File: config.mk
export PLATFORM = sky130hd
export DESIGN_NAME = fetch_unit
export DESIGN_NICKNAME = d
export VERILOG_FILES = /design/src/rtl/fetch_unit.sv
export SDC_FILE = /design/constraint.sdc
export NUM_CORES = 1
export LEC_CHECK = 0
export CAP_MARGIN = 0
export CORE_ASPECT_RATIO = 0.5
export CORE_MARGIN = 3
export CORE_UTILIZATION = 54
export CTS_BUF_LIST = sky130_fd_sc_hd__clkbuf_8
export DETAILED_ROUTE_END_ITERATION = 12
export GPL_TIMING_DRIVEN = 1
export PLACE_DENSITY = 0.88
export SYNTH_ARGS = -nofsm -noshare
export SYNTH_HDL_FRONTEND = slang
export SYNTH_SLANG_ARGS = --single-unit
File: constraint.sdc
create_clock -name clock -period 3.3 [get_ports clock]
set_input_delay 0.66 -clock clock [delete_from_list [all_inputs] [get_ports clock]]
set_output_delay 0.66 -clock clock [all_outputs]
set_load 0.05 [all_outputs]
File: src/rtl/fetch_unit.sv
// fetch_unit -- instruction-fetch stage.
//
// Owns the PC and issues word reads to instruction memory over a req/ack
// handshake. It presents the fetched instruction, PC+4 and the J-type jump
// target to the IF/ID register. A one-entry skid buffer absorbs a response
// that arrives while IF/ID is stalled, so no word is lost or duplicated.
// A redirect restarts fetch at a new PC. If a request is still in flight
// when the redirect arrives, its response is drained and dropped.
//
// Optional build macro:
//   FETCH_JUMP_PREDECODE_EN - J/JAL words steer the next fetch to their target
//                             and raise pred_jump_o with that output.
//
// Ports:
//   clock          in   system clock, rising edge
//   rst_n          in   asynchronous active-low reset
//   stall_i        in   IF/ID does not consume the outputs this cycle
//   redirect_i     in   flush and restart fetch at redirect_pc_i
//   redirect_pc_i  in   [31:0] redirect target (word aligned)
//   imem_req_o     out  read request
//   imem_addr_o    out  [31:0] read address, stable until ack
//   imem_ack_i     in   read data valid while imem_req_o=1
//   imem_rdata_i   in   [31:0] read data
//   instruction_o  out  [31:0] fetched word or NOP_INSTR
//   pc_incr_o      out  [31:0] fetched PC + 4
//   pc_jump_o      out  [31:0] {pc_incr_o[31:28], instruction_o[25:0], 2'b00}
//   valid_o        out  outputs hold a real instruction
//   pred_jump_o    out  fetch-side jump taken for the current output
//
// state   | meaning
// --------+------------------------------------------------------------
// IDLE    | just out of reset, no request yet
// REQ     | request for pc outstanding
// HOLD    | skid buffer full, waiting for IF/ID to accept the outputs
// DISCARD | draining a stale request after a redirect; data is dropped

module fetch_unit #(
    parameter logic [31:0] RESET_PC  = 32'h0000_0000,
    parameter logic [31:0] NOP_INSTR = 32'h0000_0000
) (
    input  logic        clock,
    input  logic        rst_n,
    input  logic        stall_i,
    input  logic        redirect_i,
    input  logic [31:0] redirect_pc_i,
    output logic        imem_req_o,
    output logic [31:0] imem_addr_o,
    input  logic        imem_ack_i,
    input  logic [31:0] imem_rdata_i,
    output logic [31:0] instruction_o,
    output logic [31:0] pc_incr_o,
    output logic [31:0] pc_jump_o,
    output logic        valid_o,
    output logic        pred_jump_o
);

    typedef enum logic [1:0] {IDLE, REQ, HOLD, DISCARD} state_t;

    state_t      state, state_n;
    logic [31:0] pc, pc_n;
    logic        req, req_n;
    logic [31:0] addr, addr_n;
    logic [31:0] instr, instr_n;
    logic [31:0] incr, incr_n;
    logic [31:0] jump, jump_n;
    logic        valid, valid_n;
    logic        pred, pred_n;
    logic [31:0] skid_instr, skid_instr_n;
    logic [31:0] skid_incr, skid_incr_n;
    logic        skid_pred, skid_pred_n;

    logic [31:0] fetch_incr;
    logic [31:0] fetch_next;
    logic        is_jump;
    logic        slot_free;

    assign fetch_incr = pc + 32'd4;

`ifdef FETCH_JUMP_PREDECODE_EN
    assign is_jump = (imem_rdata_i[31:26] == 6'b000010) ||
                     (imem_rdata_i[31:26] == 6'b000011);
`else
    assign is_jump = 1'b0;
`endif

    assign fetch_next = is_jump ? {fetch_incr[31:28], imem_rdata_i[25:0], 2'b00}
                                : fetch_incr;

    // The output slot can take a new word if it is empty or being consumed now.
    assign slot_free = !valid || !stall_i;

    always_comb begin
        state_n      = state;
        pc_n         = pc;
        req_n        = req;
        addr_n       = addr;
        instr_n      = instr;
        incr_n       = incr;
        jump_n       = jump;
        valid_n      = valid;
        pred_n       = pred;
        skid_instr_n = skid_instr;
        skid_incr_n  = skid_incr;
        skid_pred_n  = skid_pred;

        if (redirect_i) begin
            pc_n    = redirect_pc_i;
            valid_n = 1'b0;
            instr_n = NOP_INSTR;
            incr_n  = 32'd0;
            jump_n  = 32'd0;
            pred_n  = 1'b0;
            req_n   = 1'b1;
            // An unfinished request must still be drained, so its address is
            // held until the memory acks it. A completed one is simply dropped.
            if ((state == REQ || state == DISCARD) && !imem_ack_i) begin
                state_n = DISCARD;
            end else begin
                state_n = REQ;
                addr_n  = redirect_pc_i;
            end
        end else begin
            case (state)
                IDLE: begin
                    state_n = REQ;
                    req_n   = 1'b1;
                    addr_n  = pc;
                end
                REQ: begin
                    if (imem_ack_i) begin
                        pc_n = fetch_next;
                        if (slot_free) begin
                            instr_n = imem_rdata_i;
                            incr_n  = fetch_incr;
                            jump_n  = {fetch_incr[31:28], imem_rdata_i[25:0], 2'b00};
                            valid_n = 1'b1;
                            pred_n  = is_jump;
                            addr_n  = fetch_next;
                        end else begin
                            skid_instr_n = imem_rdata_i;
                            skid_incr_n  = fetch_incr;
                            skid_pred_n  = is_jump;
                            state_n      = HOLD;
                            req_n        = 1'b0;
                        end
                    end else if (!stall_i) begin
                        valid_n = 1'b0;
                        instr_n = NOP_INSTR;
                        jump_n  = {incr[31:28], NOP_INSTR[25:0], 2'b00};
                        pred_n  = 1'b0;
                    end
                end
                HOLD: begin
                    if (!stall_i) begin
                        instr_n = skid_instr;
                        incr_n  = skid_incr;
                        jump_n  = {skid_incr[31:28], skid_instr[25:0], 2'b00};
                        valid_n = 1'b1;
                        pred_n  = skid_pred;
                        state_n = REQ;
                        req_n   = 1'b1;
                        addr_n  = pc;
                    end
                end
                DISCARD: begin
                    if (imem_ack_i) begin
                        state_n = REQ;
                        req_n   = 1'b1;
                        addr_n  = pc;
                    end
                end
                default: begin
                    state_n = IDLE;
                    req_n   = 1'b0;
                end
            endcase
        end
    end

    always_ff @(posedge clock or negedge rst_n) begin
        if (!rst_n) begin
            state      <= IDLE;
            pc         <= RESET_PC;
            req        <= 1'b0;
            addr       <= 32'd0;
            instr      <= NOP_INSTR;
            incr       <= 32'd0;
            jump       <= 32'd0;
            valid      <= 1'b0;
            pred       <= 1'b0;
            skid_instr <= NOP_INSTR;
            skid_incr  <= 32'd0;
            skid_pred  <= 1'b0;
        end else begin
            state      <= state_n;
            pc         <= pc_n;
            req        <= req_n;
            addr       <= addr_n;
            instr      <= instr_n;
            incr       <= incr_n;
            jump       <= jump_n;
            valid      <= valid_n;
            pred       <= pred_n;
            skid_instr <= skid_instr_n;
            skid_incr  <= skid_incr_n;
            skid_pred  <= skid_pred_n;
        end
    end

    assign imem_req_o    = req;
    assign imem_addr_o   = addr;
    assign instruction_o = instr;
    assign pc_incr_o     = incr;
    assign pc_jump_o     = jump;
    assign valid_o       = valid;
    assign pred_jump_o   = pred;

endmodule

==> results of run 1 <==
==> cells by family after synthesis <==
| kind of cell | count (synthesis) |
|---|---|
| compound gates | 215 |
| xor+xnor | 70 |
| fa+ha+maj | 1 |
| buf+inv | 114 |
| flops | 199 |
| mux | 83 |
| other cells | 1 |
| simple gates | 323 |
==> worst max path at each step <==
stage	from	to	depth (start not counted)
CTS	state[0]$_DFFE_PN0P_	imem_req_o	1
floorplan	stall_i	pc_incr_o[14]$_DFFE_PN0P_	8
detailed placement	imem_ack_i	imem_addr_o[7]$_DFFE_PN0P_	6
global route	state[0]$_DFFE_PN0P_	imem_req_o	1
global placement	imem_ack_i	imem_addr_o[21]$_DFFE_PN0P_	7
finish	state[0]$_DFFE_PN0P_	imem_req_o	1
==> where the power goes <==
part           internal [mW]  switching [mW]
clock                  0.708           0.959
combinational          0.642            1.07
sequential              2.81           0.293
==> cell usage after synthesis (4+ instances only) <==
| cell | number |
|---|---|
| o211ai_1 | 16 |
| nor3_2 | 4 |
| mux2i_1 | 36 |
| a22oi_1 | 14 |
| a21oi_1 | 22 |
| dfrtp_1 | 199 |
| nor2_1 | 61 |
| nor3_1 | 13 |
| and3_1 | 9 |
| buf_4 | 38 |
| xor2_1 | 41 |
| nand4_1 | 23 |
| inv_1 | 4 |
| nand2b_1 | 6 |
| o21ai_0 | 117 |
| a32oi_1 | 5 |
| nor4_1 | 6 |
| nand3b_1 | 4 |
| xnor2_1 | 29 |
| buf_2 | 23 |
| nor2b_1 | 4 |
| a211oi_1 | 9 |
| mux2_2 | 47 |
| nand3_1 | 16 |
| a211o_1 | 4 |
| clkbuf_1 | 44 |
| nand2_1 | 154 |
==> metrics by stage <==
step / hold WS [ps] / area [um^2] / cells / setup slack (ps)
after floorplan: 364 / 9970 / 1008 / 1210
after global placement: 457 / 11900 / 1358 / 552
after detailed placement: 466 / 11900 / 1358 / 417
after CTS: 146 / 12300 / 1390 / 659
after global routing: 151 / 12300 / 1390 / 593
final: 148 / 12300 / 1390 / 649
==> flip-flops by register name (all words and copies together), names as in the netlist, 2 cells and up <==
name	count
skid_instr	32
pc_jump_o	4
state	2
pc_incr_o	32
skid_incr	32
instruction_o	32
imem_addr_o	32
pc	32
==> metal layers <==
metal | wire length [um] | vias to the layer above | global-route usage [%]
met5 | 0 | - | 0
met4 | 593 | 0 | 7.77
met3 | 1840 | 53 | 5.20
met2 | 12800 | 357 | 43.4
met1 | 11700 | 4061 | 36.2
li1 | - | 3749 | -
==> area by class of cell <==
cell class                 count  share of cell area, %
multi-input combinational    695                   35.7
timing repair buffer         226                   18.0
inverter                       4                  0.122
clock buffer                  17                   1.90
tap                          234                   2.37
sequential                   199                   40.4
clock inverter                15                   1.51
==> results.cfg, run 1 <==
[placement]
gp_congestion = 0.899
detailedPlacementHpwl_um = 19100
io_buffer_count = 196

[die]
start_util_pct = 56.2
die_y_um = 102
dieArea_um2 = 20200
die_x_um = 198
rows = 34
io_pins = 200
coreArea_um2 = 17700

[cells_and_area]
n_fill_cell = 1299
regArea_um2 = 4980
final_common_cell = dfrtp_1
finalNetCount = 1213
diodes = 0
final_util_pct = 69.5
syn2layout_area_growth_pct = 23.8
most-common-layout-cells = 199 x dfrtp_1, 194 x clkdlybuf4s50_1, 154 x nand2_1
multiInputGateArea_um2 = 4400
final_layout_size_suffix_gt1_share_pct = 11.2

[sta]
setup_violations = 0
period_minus_slack_ps = 2650
fin_crit_sh_pct = 80.3
rsz0062_at_grt = false
finalSetupTns_ps = 0
drv_slew = 0
relSlewSlack_pct = 44.4
fmax_ghz = 0.377
tightest_slew_ps = 831
final_hold_viol_count = 0
fin_skew_ps = 20.8

[drt]
viasPerCell = 5.91
drt-total-wl_um = 26900
wl_per_cell_um = 19.4
vias = 8220
ant_nets = 0
drc = 0
drt_iter0_markers = 809
dr.pass1.iters = 8

[yosys]
yosysUniqueCellTypes = 59
synth-main-ff-cell = dfrtp_1
ys_top_cells_by_area = dfrtp_1 50%, o21ai_0 5.9%, nand2_1 5.8%
syn_avg_cell_area_um2 = 9.90
syn_inst = 1006
synth_top_family_by_area = simple AND/OR/NAND/NOR gates
synthAdderAreaFrac_pct = 0.126
synth_top_area_share_pct = 50.0
synth_top_area_cell = dfrtp_1
synth_compound_area_share_pct = 13.0
syn-cell-area_um2 = 9960
ys_ff_latch = 199
synthSimpleGateAreaFrac_pct = 15.8
synthMuxAreaShare_pct = 8.93
yosysWarnings = 0
synth_edf_count = 0
ys_seq_area_share_pct = 50.0
synth_xor_area_share_pct = 6.15
synth-async-reset-ratio_pct = 100

[setup_path]
worst_setup_path_end_kind = primary output
ff2ff_path_depth = 6
reg2reg_to = imem_addr_o[18]$_DFFE_PN0P_
worstPathRequired_ps = 2640
cpPeakStageDelay_ps = 930
crit_chain = clkdlybuf4s50_1
crit_slowest_cell = clkdlybuf4s50_1
start_kind = flip-flop
reg2reg_slack_ps = 790
path_class = flip-flop to primary output
worstPathArrival_ps = 1990
worstReg2RegStart = pc[2]$_DFFE_PN0P_
critPathTopFamily = buffers and inverters
critical_path_buf_inv_count = 1
worstPathMaxFanout = 11

[run_status]
status = completed

[clocking]
clk_latency_ps = 480
post_cts_buffers = 0
cts_buffers = 17
cts_tree = done
clk_pin_slew_worst_paths_ps = 110
cts_hold_buf = 0
clock-sinks = 199
clockBufferDepth = 2
htreeDepth = 4
clockRootBuffer = clkbuf_8
cts_resized = 0

[pwr]
leakagePower_nw = 5.03
ir_worst_vdd_mv = 0.269
p_per_area_nw_per_um2 = 526
fin_total_pwr_mw = 6.48

[global_routing]
gr-total-overflow = 0
antenna_found_initial = 0
grt_max_degree = 64
grt_pass1_vias = 8121
grtUsageTotal_pct = 26.4
grt_pass1_wl_um = 42400

[min_path]
hp-class = input pin to async pin

[job]
drv_cap = 0
Power figures use the tool's default switching activity.
==> run 2: changes to the inputs <==
==> constraint.sdc (replaced) <==
create_clock -name clock -period 2.63 [get_ports clock]
set_input_delay 0.526 -clock clock [delete_from_list [all_inputs] [get_ports clock]]
set_output_delay 0.526 -clock clock [all_outputs]
set_load 0.05 [all_outputs]
==> run 2 against run 1 <==
Worst setup slack lost 510 ps. Sequential power grew 25%. Design area increased by 0.66%. Clock skew up 1.6 ps. Critical endpoint unchanged. Combinational power up 27%.
==> results.cfg, run 2 (synthesis gave the netlist of run 1 again) <==
[drt]
viasPerCell = 5.89
wl_per_cell_um = 19.0
dr.pass1.iters = 5
drc = 0
vias = 8231
ant_nets = 0
drt-total-wl_um = 26600
drt_iter0_markers = 795

[global_routing]
grt_pass1_vias = 8019
grt_pass1_wl_um = 41600
gr-total-overflow = 0
grtUsageTotal_pct = 26.0
antenna_found_initial = 0
grt_max_degree = 72

[die]
die_y_um = 102
io_pins = 200
coreArea_um2 = 17700
die_x_um = 198
start_util_pct = 56.2
dieArea_um2 = 20200
rows = 34

[cells_and_area]
most-common-layout-cells = 199 x dfrtp_1, 194 x clkdlybuf4s50_1, 154 x nand2_1
finalNetCount = 1221
syn2layout_area_growth_pct = 24.6
final_util_pct = 70.0
final_common_cell = dfrtp_1
final_layout_size_suffix_gt1_share_pct = 11.7
final_cells = 1398
diodes = 0

[placement]
io_buffer_count = 196
dp_cells = 1366
gp_congestion = 0.897
detailedPlacementHpwl_um = 18900

[pwr]
leakagePower_nw = 5.07
ir_worst_vdd_mv = 0.372
p_per_area_nw_per_um2 = 645

[clocking]
clockBufferDepth = 2
htreeDepth = 4
clk_pin_slew_worst_paths_ps = 110
cts_tree = done
cts_hold_buf = 0
clk_latency_ps = 470
post_cts_buffers = 0
clockRootBuffer = clkbuf_8
cts_buffers = 17
clock-sinks = 199
cts_resized = 0

[sta]
drv_slew = 0
fin_skew_ps = 22.4
whs_ps = 57.2
finalSetupTns_ps = 0
fin_crit_sh_pct = 94.5
setup_violations = 0
tightest_slew_ps = 783
period_minus_slack_ps = 2490
rsz0062_at_grt = false
fmax_ghz = 0.402
relSlewSlack_pct = 47.6
final_hold_viol_count = 0

[setup_path]
start_kind = flip-flop
worstReg2RegStart = pc[3]$_DFFE_PN0P_
ff2ff_path_depth = 6
crit_slowest_cell = clkdlybuf4s50_1
worstPathRequired_ps = 2100
reg2reg_to = pc[22]$_DFFE_PN0P_
reg2reg_slack_ps = 280
crit_chain = clkdlybuf4s50_1
worstPathMaxFanout = 11
critical_path_buf_inv_count = 1
critPathTopFamily = buffers and inverters
worstPathArrival_ps = 1960
path_class = flip-flop to primary output
worst_setup_path_end_kind = primary output
cpPeakStageDelay_ps = 910

[run_status]
status = completed

[job]
drv_cap = 0

[min_path]
hp-class = input pin to async pin
[run 2: changes by cell type in the layout (fill, tap and decap cells not counted)]
cell        before  now
clkinv_4         4    2
clkinv_8         1    0
clkinvlp_4       1    4
bufinv_16        2    1
buf_12           3    8
inv_8            4    3
inv_6            2    3
buf_4           27   30
inv_1            4    6
clkinv_2         1    0
[run 2: routing by layer]
metal / vias to the layer above / part of all wire (%) / wire (um) / global-route usage [%]
li1: 3763 / - / - / -
met1: 4057 / 43 / 11500 / 35.5
met2: 359 / 47 / 12600 / 43.0
met3: 52 / 7.4 / 1960 / 5.11
met4: 0 / 2.0 / 520 / 7.50
met5: - / 0 / 0 / 0
[run 2: worst max-delay path by stage]
stage,from,to,depth (start not counted)
2_1_floorplan,state[0]$_DFFE_PN0P_,skid_instr[29]$_DFFE_PN0P_,6
3_3_place_gp,imem_ack_i,imem_addr_o[18]$_DFFE_PN0P_,7
3_5_place_dp,imem_ack_i,imem_addr_o[19]$_DFFE_PN0P_,7
4_1_cts,state[0]$_DFFE_PN0P_,imem_req_o,1
5_1_grt,state[0]$_DFFE_PN0P_,imem_req_o,1
6_report,state[0]$_DFFE_PN0P_,imem_req_o,1
[run 2: area by class of cell]
class	instances	area, um^2
clock buffer	17	234
clock inverter	15	145
fill	1282	5330
inverter	4	15.0
multi-input combinational	695	4400
sequential	199	4980
tap	234	293
timing repair buffer	234	2350
[run 2: through the flow]
stage	cell area (um^2)	worst slack, ps	total power [mW]
floorplan	9970	541	5.29
detailed placement	12000	63.1	6.11
global placement	12000	133	6.00
CTS	12400	135	8.02
finish	12400	143	8.00
global route	12400	105	8.34
[run 2: where the power goes]
group | total, mW | switching (mW) | internal [mW]
logic | 2.17 | 1.35 | 0.825
clock network | 1.94 | 1.17 | 0.774
registers | 3.89 | 0.361 | 3.53
==> run 3: changes to the inputs <==
--- a/config.mk
+++ b/config.mk
@@ -12,6 +12,7 @@
 export CTS_BUF_LIST = sky130_fd_sc_hd__clkbuf_8
 export DETAILED_ROUTE_END_ITERATION = 12
 export GPL_TIMING_DRIVEN = 1
+export HOLD_SLACK_MARGIN = 0.05
 export PLACE_DENSITY = 0.88
 export SYNTH_ARGS = -nofsm -noshare
 export SYNTH_HDL_FRONTEND = slang
==> results of run 3 <==
Same layout as run 2: the final DEF is identical, and so are final timing and power.
